`config.mk`:
```
export PLATFORM = sky130hd
export DESIGN_NAME = bp_mmio_initiator
export DESIGN_NICKNAME = d
export VERILOG_FILES = /design/src/rtl/bp_mmio_initiator.sv
export SDC_FILE = /design/constraint.sdc
export NUM_CORES = 1
export LEC_CHECK = 0
export ABC_AREA = 1
export BUFFER_PORTS_ARGS = -buffer_cell sky130_fd_sc_hd__buf_2
export CORE_AREA = 2 2 164 166
export CTS_BUF_LIST = sky130_fd_sc_hd__clkbuf_16
export CTS_CLUSTER_DIAMETER = 30
export DETAILED_ROUTE_END_ITERATION = 8
export DIE_AREA = 0 0 166 168
export PLACE_DENSITY = 0.64
export REMOVE_ABC_BUFFERS = 1
export SYNTH_ARGS = -nofsm -noshare
export SYNTH_HDL_FRONTEND = slang
export SYNTH_SLANG_ARGS = --single-unit
```
`constraint.sdc`:
```
create_clock -name clk_i -period 1.6 [get_ports clk_i]
set_input_delay 0 -clock clk_i [delete_from_list [all_inputs] [get_ports clk_i]]
set_output_delay 0 -clock clk_i [all_outputs]
set_load 0.02 [all_outputs]
```
`src/rtl/bp_mmio_initiator.sv`:
```
// Single-outstanding BedRock uncached mem-command initiator (local req/resp <-> xce mem cmd/resp).
// Define BP_MMIO_TIMEOUT_EN to enable the response watchdog (timeout_cycles_p).
module bp_mmio_initiator #(
  parameter int  paddr_width_p            = 40,
  parameter int  lce_id_width_p           = 4,
  parameter int  lce_assoc_p              = 8,
  parameter int  src_id_p                 = 0,
  parameter int  timeout_cycles_p         = 1024,
  localparam int dword_width_gp           = 64,
  localparam int way_id_width_lp          = (lce_assoc_p > 1) ? $clog2(lce_assoc_p) : 1,
  localparam int xce_mem_payload_width_lp = way_id_width_lp + lce_id_width_p,
  localparam int xce_mem_hdr_width_lp     = 4 + 4 + paddr_width_p + 3 + xce_mem_payload_width_lp,
  localparam int xce_mem_msg_width_lp     = dword_width_gp + xce_mem_hdr_width_lp
) (
  input  logic                            clk_i,
  input  logic                            reset_i,

  input  logic                            req_v_i,
  output logic                            req_ready_and_o,
  input  logic                            req_w_i,
  input  logic [paddr_width_p-1:0]        req_addr_i,
  input  logic [2:0]                      req_size_i,
  input  logic [dword_width_gp-1:0]       req_data_i,

  output logic                            resp_v_o,
  output logic [dword_width_gp-1:0]       resp_data_o,
  output logic                            resp_err_o,
  input  logic                            resp_yumi_i,

  output logic [xce_mem_msg_width_lp-1:0] mem_cmd_o,
  output logic                            mem_cmd_v_o,
  input  logic                            mem_cmd_ready_and_i,

  input  logic [xce_mem_msg_width_lp-1:0] mem_resp_i,
  input  logic                            mem_resp_v_i,
  output logic                            mem_resp_yumi_o
);

  localparam logic [3:0] e_bedrock_mem_uc_rd = 4'd2;
  localparam logic [3:0] e_bedrock_mem_uc_wr = 4'd3;
  localparam logic [3:0] e_bedrock_store     = 4'd0;

  typedef struct packed {
    logic [way_id_width_lp-1:0] way_id;
    logic [lce_id_width_p-1:0]  lce_id;
  } xce_mem_payload_s;

  typedef struct packed {
    xce_mem_payload_s           payload;
    logic [2:0]                 size;
    logic [paddr_width_p-1:0]   addr;
    logic [3:0]                 subop;
    logic [3:0]                 msg_type;
  } xce_mem_hdr_s;

  typedef struct packed {
    logic [dword_width_gp-1:0]  data;
    xce_mem_hdr_s               header;
  } xce_mem_msg_s;

  typedef enum logic [1:0] {e_ready, e_send, e_wait, e_done} state_e;

  state_e                    state_q, state_d;
  xce_mem_msg_s              cmd_q, cmd_d;
  logic [dword_width_gp-1:0] rdata_q, rdata_d;
  logic                      err_q, err_d;
  xce_mem_msg_s              resp_msg;
  logic                      cmd_is_wr;

  // Write data is replicated across the dword so any byte lane picks it up.
  function automatic logic [dword_width_gp-1:0] replicate_data(
    input logic [dword_width_gp-1:0] d,
    input logic [2:0]                size
  );
    case (size)
      3'd0:    replicate_data = {8{d[7:0]}};
      3'd1:    replicate_data = {4{d[15:0]}};
      3'd2:    replicate_data = {2{d[31:0]}};
      default: replicate_data = d;
    endcase
  endfunction

  function automatic logic [dword_width_gp-1:0] mask_data(
    input logic [dword_width_gp-1:0] d,
    input logic [2:0]                size
  );
    case (size)
      3'd0:    mask_data = {56'b0, d[7:0]};
      3'd1:    mask_data = {48'b0, d[15:0]};
      3'd2:    mask_data = {32'b0, d[31:0]};
      default: mask_data = d;
    endcase
  endfunction

  assign resp_msg  = mem_resp_i;
  assign cmd_is_wr = (cmd_q.header.msg_type == e_bedrock_mem_uc_wr);

  // Responses are always drained; outside e_wait they are strays and ignored.
  assign mem_resp_yumi_o = mem_resp_v_i & ~reset_i;

  assign mem_cmd_o   = cmd_q;
  assign resp_data_o = rdata_q;
  assign resp_err_o  = err_q;

`ifdef BP_MMIO_TIMEOUT_EN
  localparam int cnt_width_lp = $clog2(timeout_cycles_p);
  localparam logic [cnt_width_lp-1:0] cnt_limit_lp = cnt_width_lp'(timeout_cycles_p - 1);

  logic [cnt_width_lp-1:0] cnt_q, cnt_d;

  always_ff @(posedge clk_i) begin
    if (reset_i) begin
      cnt_q <= '0;
    end else begin
      cnt_q <= cnt_d;
    end
  end
`else
  logic unused_timeout_cfg;
  assign unused_timeout_cfg = ^timeout_cycles_p;
`endif

  logic unused_resp_fields;
  assign unused_resp_fields = ^{resp_msg.header.payload, resp_msg.header.subop, resp_msg.header.size};

  always_comb begin
    state_d         = state_q;
    cmd_d           = cmd_q;
    rdata_d         = rdata_q;
    err_d           = err_q;
    req_ready_and_o = 1'b0;
    mem_cmd_v_o     = 1'b0;
    resp_v_o        = 1'b0;
`ifdef BP_MMIO_TIMEOUT_EN
    cnt_d           = cnt_q;
`endif

    unique case (state_q)
      e_ready: begin
        req_ready_and_o = 1'b1;
        if (req_v_i) begin
          cmd_d.header.msg_type       = req_w_i ? e_bedrock_mem_uc_wr : e_bedrock_mem_uc_rd;
          cmd_d.header.subop          = e_bedrock_store;
          cmd_d.header.addr           = req_addr_i;
          cmd_d.header.size           = req_size_i;
          cmd_d.header.payload.lce_id = lce_id_width_p'(src_id_p);
          cmd_d.header.payload.way_id = '0;
          cmd_d.data                  = req_w_i ? replicate_data(req_data_i, req_size_i) : '0;
          state_d                     = e_send;
        end
      end

      e_send: begin
        mem_cmd_v_o = 1'b1;
        if (mem_cmd_ready_and_i) begin
          state_d = e_wait;
`ifdef BP_MMIO_TIMEOUT_EN
          cnt_d   = '0;
`endif
        end
      end

      // A response arriving on the timeout cycle takes priority over the watchdog.
      e_wait: begin
        if (mem_resp_v_i) begin
          err_d   = (resp_msg.header.msg_type != cmd_q.header.msg_type)
                  | (resp_msg.header.addr != cmd_q.header.addr);
          rdata_d = cmd_is_wr ? '0 : mask_data(resp_msg.data, cmd_q.header.size);
          state_d = e_done;
        end
`ifdef BP_MMIO_TIMEOUT_EN
        else if (cnt_q == cnt_limit_lp) begin
          err_d   = 1'b1;
          rdata_d = '1;
          state_d = e_done;
        end else begin
          cnt_d = cnt_q + cnt_width_lp'(1);
        end
`endif
      end

      e_done: begin
        resp_v_o = 1'b1;
        if (resp_yumi_i) begin
          state_d = e_ready;
        end
      end

      default: state_d = e_ready;
    endcase

    if (reset_i) begin
      req_ready_and_o = 1'b0;
      mem_cmd_v_o     = 1'b0;
      resp_v_o        = 1'b0;
    end
  end

  always_ff @(posedge clk_i) begin
    if (reset_i) begin
      state_q <= e_ready;
      cmd_q   <= '0;
      rdata_q <= '0;
      err_q   <= 1'b0;
    end else begin
      state_q <= state_d;
      cmd_q   <= cmd_d;
      rdata_q <= rdata_d;
      err_q   <= err_d;
    end
  end

endmodule
```
# After elaboration in Yosys (flattened, before gate mapping)
# Index checks and enable logic that the tools add are counted.
# Widths: inputs -> output; s select.
# word_totals
elab_cells	46
inputBits	236
ff_bits	178
# op_classes
mux	16
n_eq_ne	14
bitwise_logic	3
reduce_logical	6
# op_table
cell	count
$pmux 64 s3	2
$mux 64	2
$ne 40x40->1	1
$mux 2	4
$ne 2x2->1 const B	4
$pmux 2 s4	1
$mux 1	7
$eq 3x1->1 const B	2
$eq 3x2->1 const B	2
$logic_not 3->1	2
$eq 2x2->1 const B	2
$eq 4x2->1 const B	1
$ne 4x4->1	1
$reduce_and 2->1	2
$reduce_and 4->1	1
$eq 2x1->1 const B	1
$logic_not 2->1	1
$and 1x1->1	1
$not 1->1	1
$or 1x1->1	1

# Depth between registers and ports, before layout
# Gate-level depths: netlist of the first run.
# depth
ltp_word	3
mapped_depth	11
ltp_nobuf	11

# Worst setup path after synthesis of the first run
# OpenSTA, ideal clock, no wires.
# synth_path
path_kind	reg-to-reg
startpoint	register state_q[0]
endpoint	register cmd_q (netlist bit mem_cmd_o[93])
path_stages_with_launch	10
arrival_ns	1.371
setup_ns	0.132
required_time_ns	1.468
path_slack_ns	0.097
path_cell_list	dfxtp_1 inv_1 ha_1 nand2_1 inv_2 nand2_1 buf_1 nor2_1 o21ai_0 a21oi_1
# synth_via
elab_chain_cells	2
# synth_lines
element	line	source
from (decl)	63	state_e state_q, state_d;
from (signal assigned)	201	state_q <= e_ready;
from (signal assigned)	206	state_q <= state_d;
$logic_not 2->1	138	unique case (state_q)
$reduce_and 2->1 (no source line)	--	
to (signal assigned)	207	cmd_q <= cmd_d;
to (decl)	64	xce_mem_msg_s cmd_q, cmd_d;
# No other way between the ends.
# A chain may end at the register's enable or synchronous reset.

# Worst setup path in the final report of the first run
# layout_path
startpoint	register state_q[1]
endpoint	register cmd_q (netlist bit mem_cmd_o[69])
# The elaborated chain is that of the path after synthesis.

==> metrics.cfg, run 1 <==
[cells_and_area]
drive_above_1_share_pct = 27.8
area_growth_pct = 60.8
fillers = 2564
fin_area_um2 = 12600
nets = 1931
layout.cells.non_filler = 2044
diodes = 0

[yosys]
synth_mux_area_share_pct = 0
synth_cell_types = 27
synthAdderAreaFrac_pct = 0.637
synth_edf_count = 0
synth-async-reset-ratio_pct = 0
ys_warn_count = 0
synth-compound-area-share_pct = 18.9
synth_common_cells = 301 x nand2_1, 176 x dfxtp_1, 165 x a21oi_1, 122 x nor2_1, 91 x inv_1
ys.flop_type = dfxtp_1
synth_top_cell_area_share_pct = 44.8
ys_ff_latch = 176
syn_area_per_cell_um2 = 6.85
synth_area_um2 = 7860
syn_inst = 1147
synthSimpleGateAreaFrac_pct = 24.8
synth_xor_area_share_pct = 1.00
synth.area.top_cells = dfxtp_1 45%, nand2_1 14%, a21oi_1 11%, nor2_1 5.8%, o21ai_0 5.6%
synth_top_family_by_area = simple AND/OR/NAND/NOR gates
seq_area_frac_synth_pct = 44.8
synth.most_common_cell = nand2_1
yosysTopAreaCell = dfxtp_1

[global_routing]
grt_first_pass_wirelength_mm = 46.9
grtUsageTotal_pct = 20.6
grt_max_degree = 112
gr-total-overflow = 0
grt_pass1_vias = 9108
antenna_found_initial = 0

[drt]
num_vias = 9569
ant_nets = 0
routed_via_density = 4.68
wirelength_mm = 30.3
first_pass_iters = 6
avgRoutedWirePerCell_um = 14.8
first_iter_violations = 590
route.detailed.drc = 0

[floorplanning]
initial_core_util_pct = 29.8
die_height_um = 168
die_x_um = 166
dieArea_um2 = 27900
row_count = 60
core_area_um2 = 26400
io_pins = 427

[worst_setup_path]
worstSetupEndpointType = flop
required_ns = 1.93
cp_max_fo = 81
critPathMaxStageDelay_ns = 0.37
path_buf_inv = 2
path_cells = inv_2 > ha_4 > nand2_4 > buf_12 > nand2_1 > a21oi_1
critical_path_class = flop to flop
critPathSlowestCell = dfxtp_1
critical-path-top-delay-family = buffers and inverters
cp.arrival_ns = 1.81
cp-start-kind = flop

[outcome]
status = completed

[place]
routabilityCongestion = 0.854
hpwlAfterDp_mm = 20.2
numPortBuffers = 399
placedCellCount = 1837
post_dp_cell_area_um2 = 10200

[sta]
hold_violations = 0
worstMarginPinSlew_ns = 0.538
hold_slack_ns = 0.0406
finalCriticalPeriod_ns = 1.48
maxSlewHeadroom_pct = 64.1
setup_viol = 0
skew_ns = 0.0134
maxSlewViolCount = 0
period_share_pct = 92.4
fmax_mhz = 676

[clock_tree]
cts_max_level = 4
cts_buffers = 17
cts.sinks = 176
tritoncts = built
cts.clk_slew.worst_paths_ns = 0.07
cts_root_buf = clkbuf_16
cts.path.max_buffers = 2
insertion_delay_ns = 0.42

[pwr]
peakVddDrop_uv = 634
leakage_nw = 6.06
p_per_area_nw_per_um2 = 1210

[min_path]
min_path_type = primary input to flop

[job]
cap_violations = 0

[final timing paths]
path,slack [ns],startpoint,cells past startpoint,endpoint
worst max-delay path,0.12,state_q[1]$_SDFFE_PP0P_,6,mem_cmd_o[69]$_SDFFE_PP0P_
worst min-delay path,0.04,mem_cmd_ready_and_i,4,state_q[0]$_SDFFE_PP0P_
worst max register to register,0.12,state_q[1]$_SDFFE_PP0P_,6,mem_cmd_o[69]$_SDFFE_PP0P_
worst min register to register,0.46,mem_cmd_o[83]$_SDFFE_PP0P_,2,mem_cmd_o[83]$_SDFFE_PP0P_
[tightest hold or removal path, stage by stage]
cell and delay, ns:
buf_2 0.07, o22ai_1 0.06, nor2_2 0.15, a31oi_1 0.12
[cells by family after synthesis]
logic type / after synthesis
buffers and inverters: 178
other: 1
and+or+nand+nor: 491
AOI/OAI and AO/OA: 288
adders and majority gates: 4
DFF: 176
xor gates and xnor gates: 9
[placed cells by master (no fill, tap or decap), types with 4 or more instances in the layout]
cell           count
inv_1             89
nand2_1          298
o21ai_0           88
nand2_2            4
dlygate4sd3_1    171
o211ai_1          15
buf_2            398
dfxtp_1          176
conb_1            13
nand3_1           58
nor2_1           121
a21oi_1          164
buf_12            10
buf_4             13
inv_2              8
xnor2_1            6
o21ai_1           15
nand4_1            4
clkbuf_16         19
[sequential cells by signal, summed over array words and instances (netlist names)]
name and flops:
mem_cmd_o 109, resp_data_o 64, resp_err_o 1, state_q 2
[per-stage QoR]
stage | setup WS (ns) | power [mW] | setup TNS [ns] | util [%]
final | 0.122 | 15.3 | 0 | 48.0
after CTS | 0.0185 | 15.3 | 0 | 47.5
after global routing | -0.00225 | 16.2 | -0.00225 | 48.0
after detailed placement | -0.0470 | 10.5 | -0.138 | 38.7
after global placement | 0.0612 | 10.5 | 0 | 38.7
after floorplan | -2.81 | 8.17 | -301.61 | -
[where the power goes]
| part | switching, mW | internal (mW) |
|---|---|---|
| sequential | 0.457 | 5.07 |
| combinational | 3.37 | 1.97 |
| clock | 1.92 | 2.49 |
| total | 5.75 | 9.53 |
[metal layers]
| layer | up-vias | GRT usage [%] | routed length, µm |
|---|---|---|---|
| met2 | 430 | 35.5 | 14600 |
| li1 | 4754 | - | - |
| met1 | 4312 | 24.5 | 12300 |
| met3 | 73 | 5.27 | 2160 |
| met5 | - | 0 | 0 |
| met4 | 0 | 8.58 | 1140 |
[final cells by class]
type	count	area (µm²)	area share, %
well taps	341	427	3.38
clock buffers	17	425	3.37
inverters	96	360	2.85
repair buffers	595	4060	32.1
flip-flops and latches	176	3520	27.9
clock inverters	14	180	1.43
multi-input cells	805	3660	29.0
[timing repair]
action / in CTS / in global routing
gates resized for setup: 1 / 8
hold buffers: 171 / 0
pin swaps: 0 / 2
buffers inserted: 0 / 3
hold endpoints to repair: 171 / 0
gates cloned: 0 / 2
endpoints found under the setup margin: 3 / 78
Note: power is estimated with default switching activity, not from simulation.
==> run 2: changes to the inputs <==
--- a/config.mk
+++ b/config.mk
@@ -12,6 +12,7 @@
 export CTS_CLUSTER_DIAMETER = 30
 export DETAILED_ROUTE_END_ITERATION = 8
 export DIE_AREA = 0 0 166 168
+export HOLD_SLACK_MARGIN = 0.06
 export PLACE_DENSITY = 0.64
 export REMOVE_ABC_BUFFERS = 1
 export SYNTH_ARGS = -nofsm -noshare
==> constraint.sdc (replaced) <==
create_clock -name clk_i -period 1.2 [get_ports clk_i]
set_input_delay 0 -clock clk_i [delete_from_list [all_inputs] [get_ports clk_i]]
set_output_delay 0 -clock clk_i [all_outputs]
set_load 0.02 [all_outputs]
==> metrics.cfg, run 2 (synthesis gave the netlist of run 1 again) <==
[outcome]
status = complete, but fails checks
failed_checks = setup timing

[global_routing]
grt_max_degree = 100  ; -11%
use_met2_pct = 38.8  ; +3.3 points
grt_pass1_vias = 9590  ; +5.3%
grt_first_pass_wirelength_mm = 49.8  ; +6.2%
busiest_layer = met2
gr-total-overflow = 0  ; unchanged
grtUsageMet3_pct = 5.90  ; +0.63 points
met1_usage_pct = 25.6  ; +1.1 points
grtUsageTotal_pct = 22.1  ; +1.4 points
antenna_found_initial = 0  ; unchanged

[worst_setup_path]
critical-path-top-delay-family = buffers and inverters
rrSetupSlack_ns = -0.26  ; -0.38 ns
critPathSlowestCell = dfxtp_2
critical_path_class = flop to flop
cp.arrival_ns = 1.79  ; -0.02 ns
path_buf_inv = 5  ; +3
worstSetupEndpointType = flop
cp-start-kind = flop
r2r_end = mem_cmd_o[75]$_SDFFE_PP0P_
crit-reg2reg-launch = state_q[1]$_SDFFE_PP0P_
critPathMaxStageDelay_ns = 0.33  ; -0.04 ns
reg2regPathDepth = 11  ; +5
path_common_cell = nand2_4
path_cells = inv_2 > ha_4 > nand2_4 > inv_4 > nand2_4 > inv_8 > buf_12 > nand2_4 > inv_2 > o21ai_1 > a21oi_1
required_ns = 1.54  ; -0.39 ns
cp_max_fo = 6  ; -93%

[place]
post_dp_cell_area_um2 = 10700  ; +4.6%
numPortBuffers = 399  ; unchanged
hpwlAfterDp_mm = 20.8  ; +3.1%
routabilityCongestion = 0.829  ; -2.8%

[floorplanning]
die_height_um = 168  ; unchanged
die_x_um = 166  ; unchanged
dieArea_um2 = 27900  ; unchanged
core_area_um2 = 26400  ; unchanged
io_pins = 427  ; unchanged
initial_core_util_pct = 29.8  ; unchanged
row_count = 60  ; unchanged

[sta]
skew_ns = 0.0116  ; -0.00179 ns
fmax_mhz = 686  ; +1.4%
hold_slack_ns = 0.108  ; +0.0676 ns
maxSlewViolCount = 0  ; unchanged
fin_setup_tns_ns = -23.70  ; -23.70 ns
finalCriticalPeriod_ns = 1.46  ; -0.0208 ns
worstMarginPinSlew_ns = 0.537  ; -0.00179 ns
maxSlewHeadroom_pct = 64.2  ; +0.12 points
layout_setup_ws_ns = -0.258  ; -0.379 ns
period_share_pct = 121  ; +29 points
setup_viol = 175  ; +175
rsz0062_at_grt = yes
hold_violations = 0  ; unchanged

[clock_tree]
cts_max_level = 4  ; unchanged
cts_root_buf = clkbuf_16
cts.clk_slew.worst_paths_ns = 0.08  ; about the same
tritoncts = built
cts.sinks = 176  ; unchanged
insertion_delay_ns = 0.42  ; about the same
cts.path.max_buffers = 2  ; unchanged
cts_buffers = 17  ; unchanged

[drt]
routed_via_density = 4.74  ; +1.3%
ant_nets = 0  ; unchanged
num_vias = 10000  ; +5.0%
first_pass_iters = 6  ; unchanged
route.detailed.drc = 0  ; unchanged
first_iter_violations = 587  ; -0.51%
avgRoutedWirePerCell_um = 15.9  ; +7.2%
wirelength_mm = 33.6  ; +11%

[pwr]
peakVddDrop_uv = 970  ; +53%
leakage_nw = 6.61  ; +9.2%
p_per_area_nw_per_um2 = 1590  ; +32%
fin_total_pwr_mw = 22.4  ; +47%

[cells_and_area]
drive_above_1_share_pct = 37.0  ; +9.2 points
final_cell_mix = 395 x buf_2, 278 x nand2_1, 176 x dlygate4sd3_1, 173 x dfxtp_1, 135 x a21oi_1
largest_register_ffs = 109  ; unchanged
fin_util_pct = 53.4  ; +5.4 points
nets = 2004  ; +3.8%
final_common_cell = buf_2
diodes = 0  ; unchanged
area_growth_pct = 79.1
fin_area_um2 = 14100  ; +11%

[min_path]
min_delay_path_depth = 4  ; unchanged
hold_path_end = mem_cmd_o[48]$_SDFFE_PP0P_
min_from = req_size_i[0]
min_path_type = primary input to flop

[job]
cap_violations = 0  ; unchanged

run 2: cell count changes in the layout (fill, tap and decap cells not counted), sizes merged:
cell / before / now
buf: 422 / 483
bufinv: 3 / 0
clkbuf: 19 / 26
clkinv: 3 / 7
clkinvlp: 2 / 4
dlygate4sd3: 171 / 176
inv: 102 / 100
run 2: power by group:
group	switching [mW]	internal, mW
Clock	2.65	2.73
Combinational	5.42	4.21
Sequential	0.608	6.77
Total	8.68	13.7
run 2: how the worst max path moves through the flow:
stage | endpoint | cells after the start | from
after floorplan | mem_cmd_o[108]$_SDFFE_PP0P_ | 10 | state_q[0]$_SDFFE_PP0P_
after global placement | resp_data_o[8]$_SDFFE_PP0P_ | 6 | state_q[1]$_SDFFE_PP0P_
after detailed placement | resp_data_o[15]$_SDFFE_PP0P_ | 6 | state_q[1]$_SDFFE_PP0P_
after CTS | mem_cmd_v_o | 7 | state_q[1]$_SDFFE_PP0P_
after global routing | resp_data_o[52]$_SDFFE_PP0P_ | 8 | state_q[1]$_SDFFE_PP0P_
final | mem_cmd_o[75]$_SDFFE_PP0P_ | 11 | state_q[1]$_SDFFE_PP0P_
run 2: metal layers:
layer  share of wire, %  vias up
met5                  0        -
met4                3.4        0
met3                7.0       75
met2                 49      435
met1                 40     4620
li1                   -     4916
run 2: what timing repair did:
item,in CTS,in global routing
endpoints found under the setup margin,178,179
endpoints found under the hold margin,175,0
setup buffers,4,4
hold buffers,176,0
resized for setup,67,172
cloned,6,9
pin swaps,6,39
run 2: cell type report:
type | instances | area, µm²
sequential | 176 | 3530
clock inverter | 15 | 139
multi-input combinational | 805 | 4150
clock buffer | 17 | 425
timing repair buffer | 668 | 5010
fill | 2368 | 12300
tap | 341 | 427
inverter | 96 | 389
run 2: worst min-delay path: stages:
cell and delay (ns):
buf_2 0.18, buf_4 0.14, o21ai_0 0.08, nor2_1 0.09
run 2: per-stage QoR:
step / instances / setup WS, ns
4_1_cts: 2106 / -0.254
3_5_place_dp: 1888 / -0.426
5_1_grt: 2118 / -0.328
3_3_place_gp: 1888 / -0.363
6_report: 2118 / -0.258
2_1_floorplan: 1077 / -3.21
==> run 3: changes to the inputs <==
--- a/config.mk
+++ b/config.mk
@@ -5,15 +5,15 @@
 export SDC_FILE = /design/constraint.sdc
 export NUM_CORES = 1
 export LEC_CHECK = 0
-export ABC_AREA = 1
+export ABC_AREA = 0
 export BUFFER_PORTS_ARGS = -buffer_cell sky130_fd_sc_hd__buf_2
-export CORE_AREA = 2 2 164 166
+export CORE_AREA = 2 2 166 168
 export CTS_BUF_LIST = sky130_fd_sc_hd__clkbuf_16
 export CTS_CLUSTER_DIAMETER = 30
 export DETAILED_ROUTE_END_ITERATION = 8
-export DIE_AREA = 0 0 166 168
+export DIE_AREA = 0 0 168 170
 export HOLD_SLACK_MARGIN = 0.06
-export PLACE_DENSITY = 0.64
+export PLACE_DENSITY = 0.61
 export REMOVE_ABC_BUFFERS = 1
 export SYNTH_ARGS = -nofsm -noshare
 export SYNTH_HDL_FRONTEND = slang
==> metrics.cfg, run 3 <==
[drt]
wirelength_mm = 38.0  ; +13%
ant_nets = 0  ; unchanged
avgRoutedWirePerCell_um = 20.0  ; +26%
first_pass_iters = 5  ; -1
routed_via_density = 5.07  ; +6.9%
num_vias = 9616  ; -4.3%
route.detailed.drc = 0  ; unchanged
first_iter_violations = 548  ; -6.6%

[yosys]
synth-async-reset-ratio_pct = 0  ; unchanged
ys_ff_latch = 176  ; unchanged
synth_cell_types = 37  ; +37%
ys_warn_count = 0  ; unchanged
synth.most_common_cell = dfxtp_1
yosysTopAreaCell = dfxtp_1
synth_top_cell_area_share_pct = 47.4  ; +2.6 points
syn_area_per_cell_um2 = 8.49  ; +24%
synth.area.top_cells = dfxtp_1 47%, a21oi_1 8.0%, nand2_1 7.7%, a22oi_1 6.5%, nor2_1 5.2%
synth_area_um2 = 7430  ; -5.5%
syn_inst = 875  ; -24%
synth_edf_count = 0  ; unchanged
synth_common_cells = 176 x dfxtp_1, 153 x nand2_1, 119 x a21oi_1, 102 x nor2_1, 64 x a22oi_1
seq_area_frac_synth_pct = 47.4  ; +2.6 points
ys.flop_type = dfxtp_1

[worst_setup_path]
cp.arrival_ns = 1.92  ; +0.13 ns
rrSetupSlack_ns = -0.42  ; -0.16 ns
crit_start = mem_cmd_o[18]$_SDFFE_PP0P_
critPathMaxStageDelay_ns = 0.34  ; about the same
cp-start-kind = flop
path_cells = xor2_2 > nor4_4 > buf_4 > nand4_1 > nor4_2 > nor3_1
reg2regPathDepth = 6  ; -5
cp-endpoint = resp_err_o$_SDFFE_PP0P_
worstSetupEndpointType = flop
critical_path_class = flop to flop
required_ns = 1.50  ; -0.04 ns
r2r_end = resp_err_o$_SDFFE_PP0P_
cp_max_fo = 2  ; -4
critPathSlowestCell = dfxtp_2
crit-reg2reg-launch = mem_cmd_o[18]$_SDFFE_PP0P_

[floorplanning]
row_count = 60  ; unchanged
dieArea_um2 = 28600  ; +2.4%
core_area_um2 = 26700  ; +1.1%
die_height_um = 170  ; +1.2%
die_x_um = 168  ; +1.2%
initial_core_util_pct = 27.9  ; -2.0 points
io_pins = 427  ; unchanged

[sta]
worstMarginPinSlew_ns = 0.529  ; -0.00750 ns
rsz0062_at_grt = yes
maxSlewViolCount = 0  ; unchanged
hold_violations = 0  ; unchanged
skew_ns = 0.0149  ; +0.00330 ns
period_share_pct = 135  ; +13 points
setup_viol = 179  ; +2.3%
fin_setup_tns_ns = -48.64  ; -24.94 ns
layout_setup_ws_ns = -0.419  ; -0.161 ns
maxSlewHeadroom_pct = 64.7  ; +0.50 points
finalCriticalPeriod_ns = 1.62  ; +0.161 ns
hold_slack_ns = 0.0636  ; -0.0446 ns
fmax_mhz = 618  ; -10%

[place]
post_dp_cell_area_um2 = 10400  ; -3.0%
routabilityCongestion = 0.815  ; -1.8%
numPortBuffers = 399  ; unchanged
hpwlAfterDp_mm = 21.0  ; +1.1%

[min_path]
min_delay_path_depth = 5  ; +1
min_path_type = primary input to flop
min_from = mem_resp_i[1]

[cells_and_area]
final_cell_mix = 395 x buf_2, 176 x dlygate4sd3_1, 170 x dfxtp_1, 106 x nand2_1, 85 x nor2_1
drive_above_1_share_pct = 54.2  ; +17 points
final_common_cell = buf_2
nets = 1781  ; -11%
largest_register_ffs = 109  ; unchanged
fillers = 2202  ; -7.0%
fin_area_um2 = 15200  ; +8.3%
area_growth_pct = 105

[clock_tree]
cts_root_buf = clkbuf_16
cts.path.max_buffers = 2  ; unchanged
cts.sinks = 176  ; unchanged
cts.clk_slew.worst_paths_ns = 0.07  ; about the same
cts_buffers = 17  ; unchanged
cts_max_level = 4  ; unchanged
insertion_delay_ns = 0.43  ; about the same
tritoncts = built

[job]
cap_violations = 0  ; unchanged

[global_routing]
antenna_found_initial = 1  ; +1
gr-total-overflow = 0  ; unchanged
grt_pass1_vias = 9538  ; -0.54%
grtUsageTotal_pct = 23.3  ; +1.2 points
grt_max_degree = 55  ; -45%
grt_first_pass_wirelength_mm = 52.0  ; +4.4%

[outcome]
status = complete, but fails checks
failed_checks = setup timing

[pwr]
leakage_nw = 6.74  ; +2.0%
p_per_area_nw_per_um2 = 1550  ; -2.5%
peakVddDrop_uv = 779  ; -20%

-- run 3: critical path, delay by kind of cell, from the launching register on --
kind / cells / cell delay, ns
DFF: 1 / 0.34
buffers and inverters: 1 / 0.16
xor gates and xnor gates: 1 / 0.16
and+or+nand+nor: 4 / 0.84
-- run 3: worst min path at each step --
| stage | end | slack, ns |
|---|---|---|
| 6_report | resp_err_o$_SDFFE_PP0P_ | 0.06 |
| 5_1_grt | mem_cmd_o[48]$_SDFFE_PP0P_ | 0.06 |
| 2_1_floorplan | mem_cmd_o[100]$_SDFFE_PP0P_ | 0.07 |
| 3_3_place_gp | resp_data_o[60]$_SDFFE_PP0P_ | 0.23 |
| 3_5_place_dp | resp_data_o[1]$_SDFFE_PP0P_ | 0.24 |
| 4_1_cts | resp_err_o$_SDFFE_PP0P_ | 0.06 |
-- run 3: layout make-up --
class	instances	area (µm²)	share of cell area, %
timing repair buffer	719	5720	37.5
clock inverter	15	164	1.07
clock buffer	17	425	2.79
sequential	176	3530	23.2
tap	341	427	2.80
multi-input combinational	624	4960	32.5
antenna	2	5.00	0.0328
inverter	3	11.3	0.0738
-- run 3: power by group --
part / internal (mW) / leakage [nW] / switching, mW / total [mW]
combinational: 5.23 / 5.02 / 5.70 / 10.9
clock: 2.97 / 0.290 / 2.74 / 5.71
sequential: 6.51 / 1.43 / 0.503 / 7.02
total: 14.7 / 6.74 / 8.94 / 23.6
-- run 3: per-stage QoR --
stage / power, mW / std cells / util, % / setup WS [ns]
final: 23.6 / 1897 / 57.2 / -0.419
after global routing: 24.6 / 1896 / 57.2 / -0.474
after CTS: 21.9 / 1888 / 54.1 / -0.413
after detailed placement: 12.9 / 1637 / 38.8 / -0.604
after global placement: 12.8 / 1637 / 38.8 / -0.482
after floorplan: 9.84 / 801 / - / -2.55
-- run 3: repair_timing --
item                                    CTS  global route
hold endpoints to repair                176             0
cloned                                   22            13
pin swaps                                66           114
hold buffers                            176             0
setup buffers                            22            11
endpoints found under the setup margin  181           179
resized for setup                       221           193
-- run 3: routing by layer --
metal	vias up	global-route usage, %	routed length, µm
met1	4648	26.9	14800
met2	476	41.1	18900
li1	4386	-	-
met5	-	0	0
met3	106	5.21	2540
met4	0	10.8	1700
-- run 3: cells by family (layout without fill, tap and decap cells) --
family | after synthesis | in the layout | synth area share [%]
AO/OA/AOI/OAI | 252 | 252 | 22.2
AND/OR/NAND/NOR | 294 | 296 | 16.2
flip-flops | 176 | 176 | 47.4
XOR/XNOR | 42 | 42 | 4.95
adder cells (fa/ha/maj) | 4 | 4 | 0.674
other | 1 | 15 | 0.0505
buffers and inverters | 89 | 754 | 6.08
multiplexers | 17 | 17 | 2.43
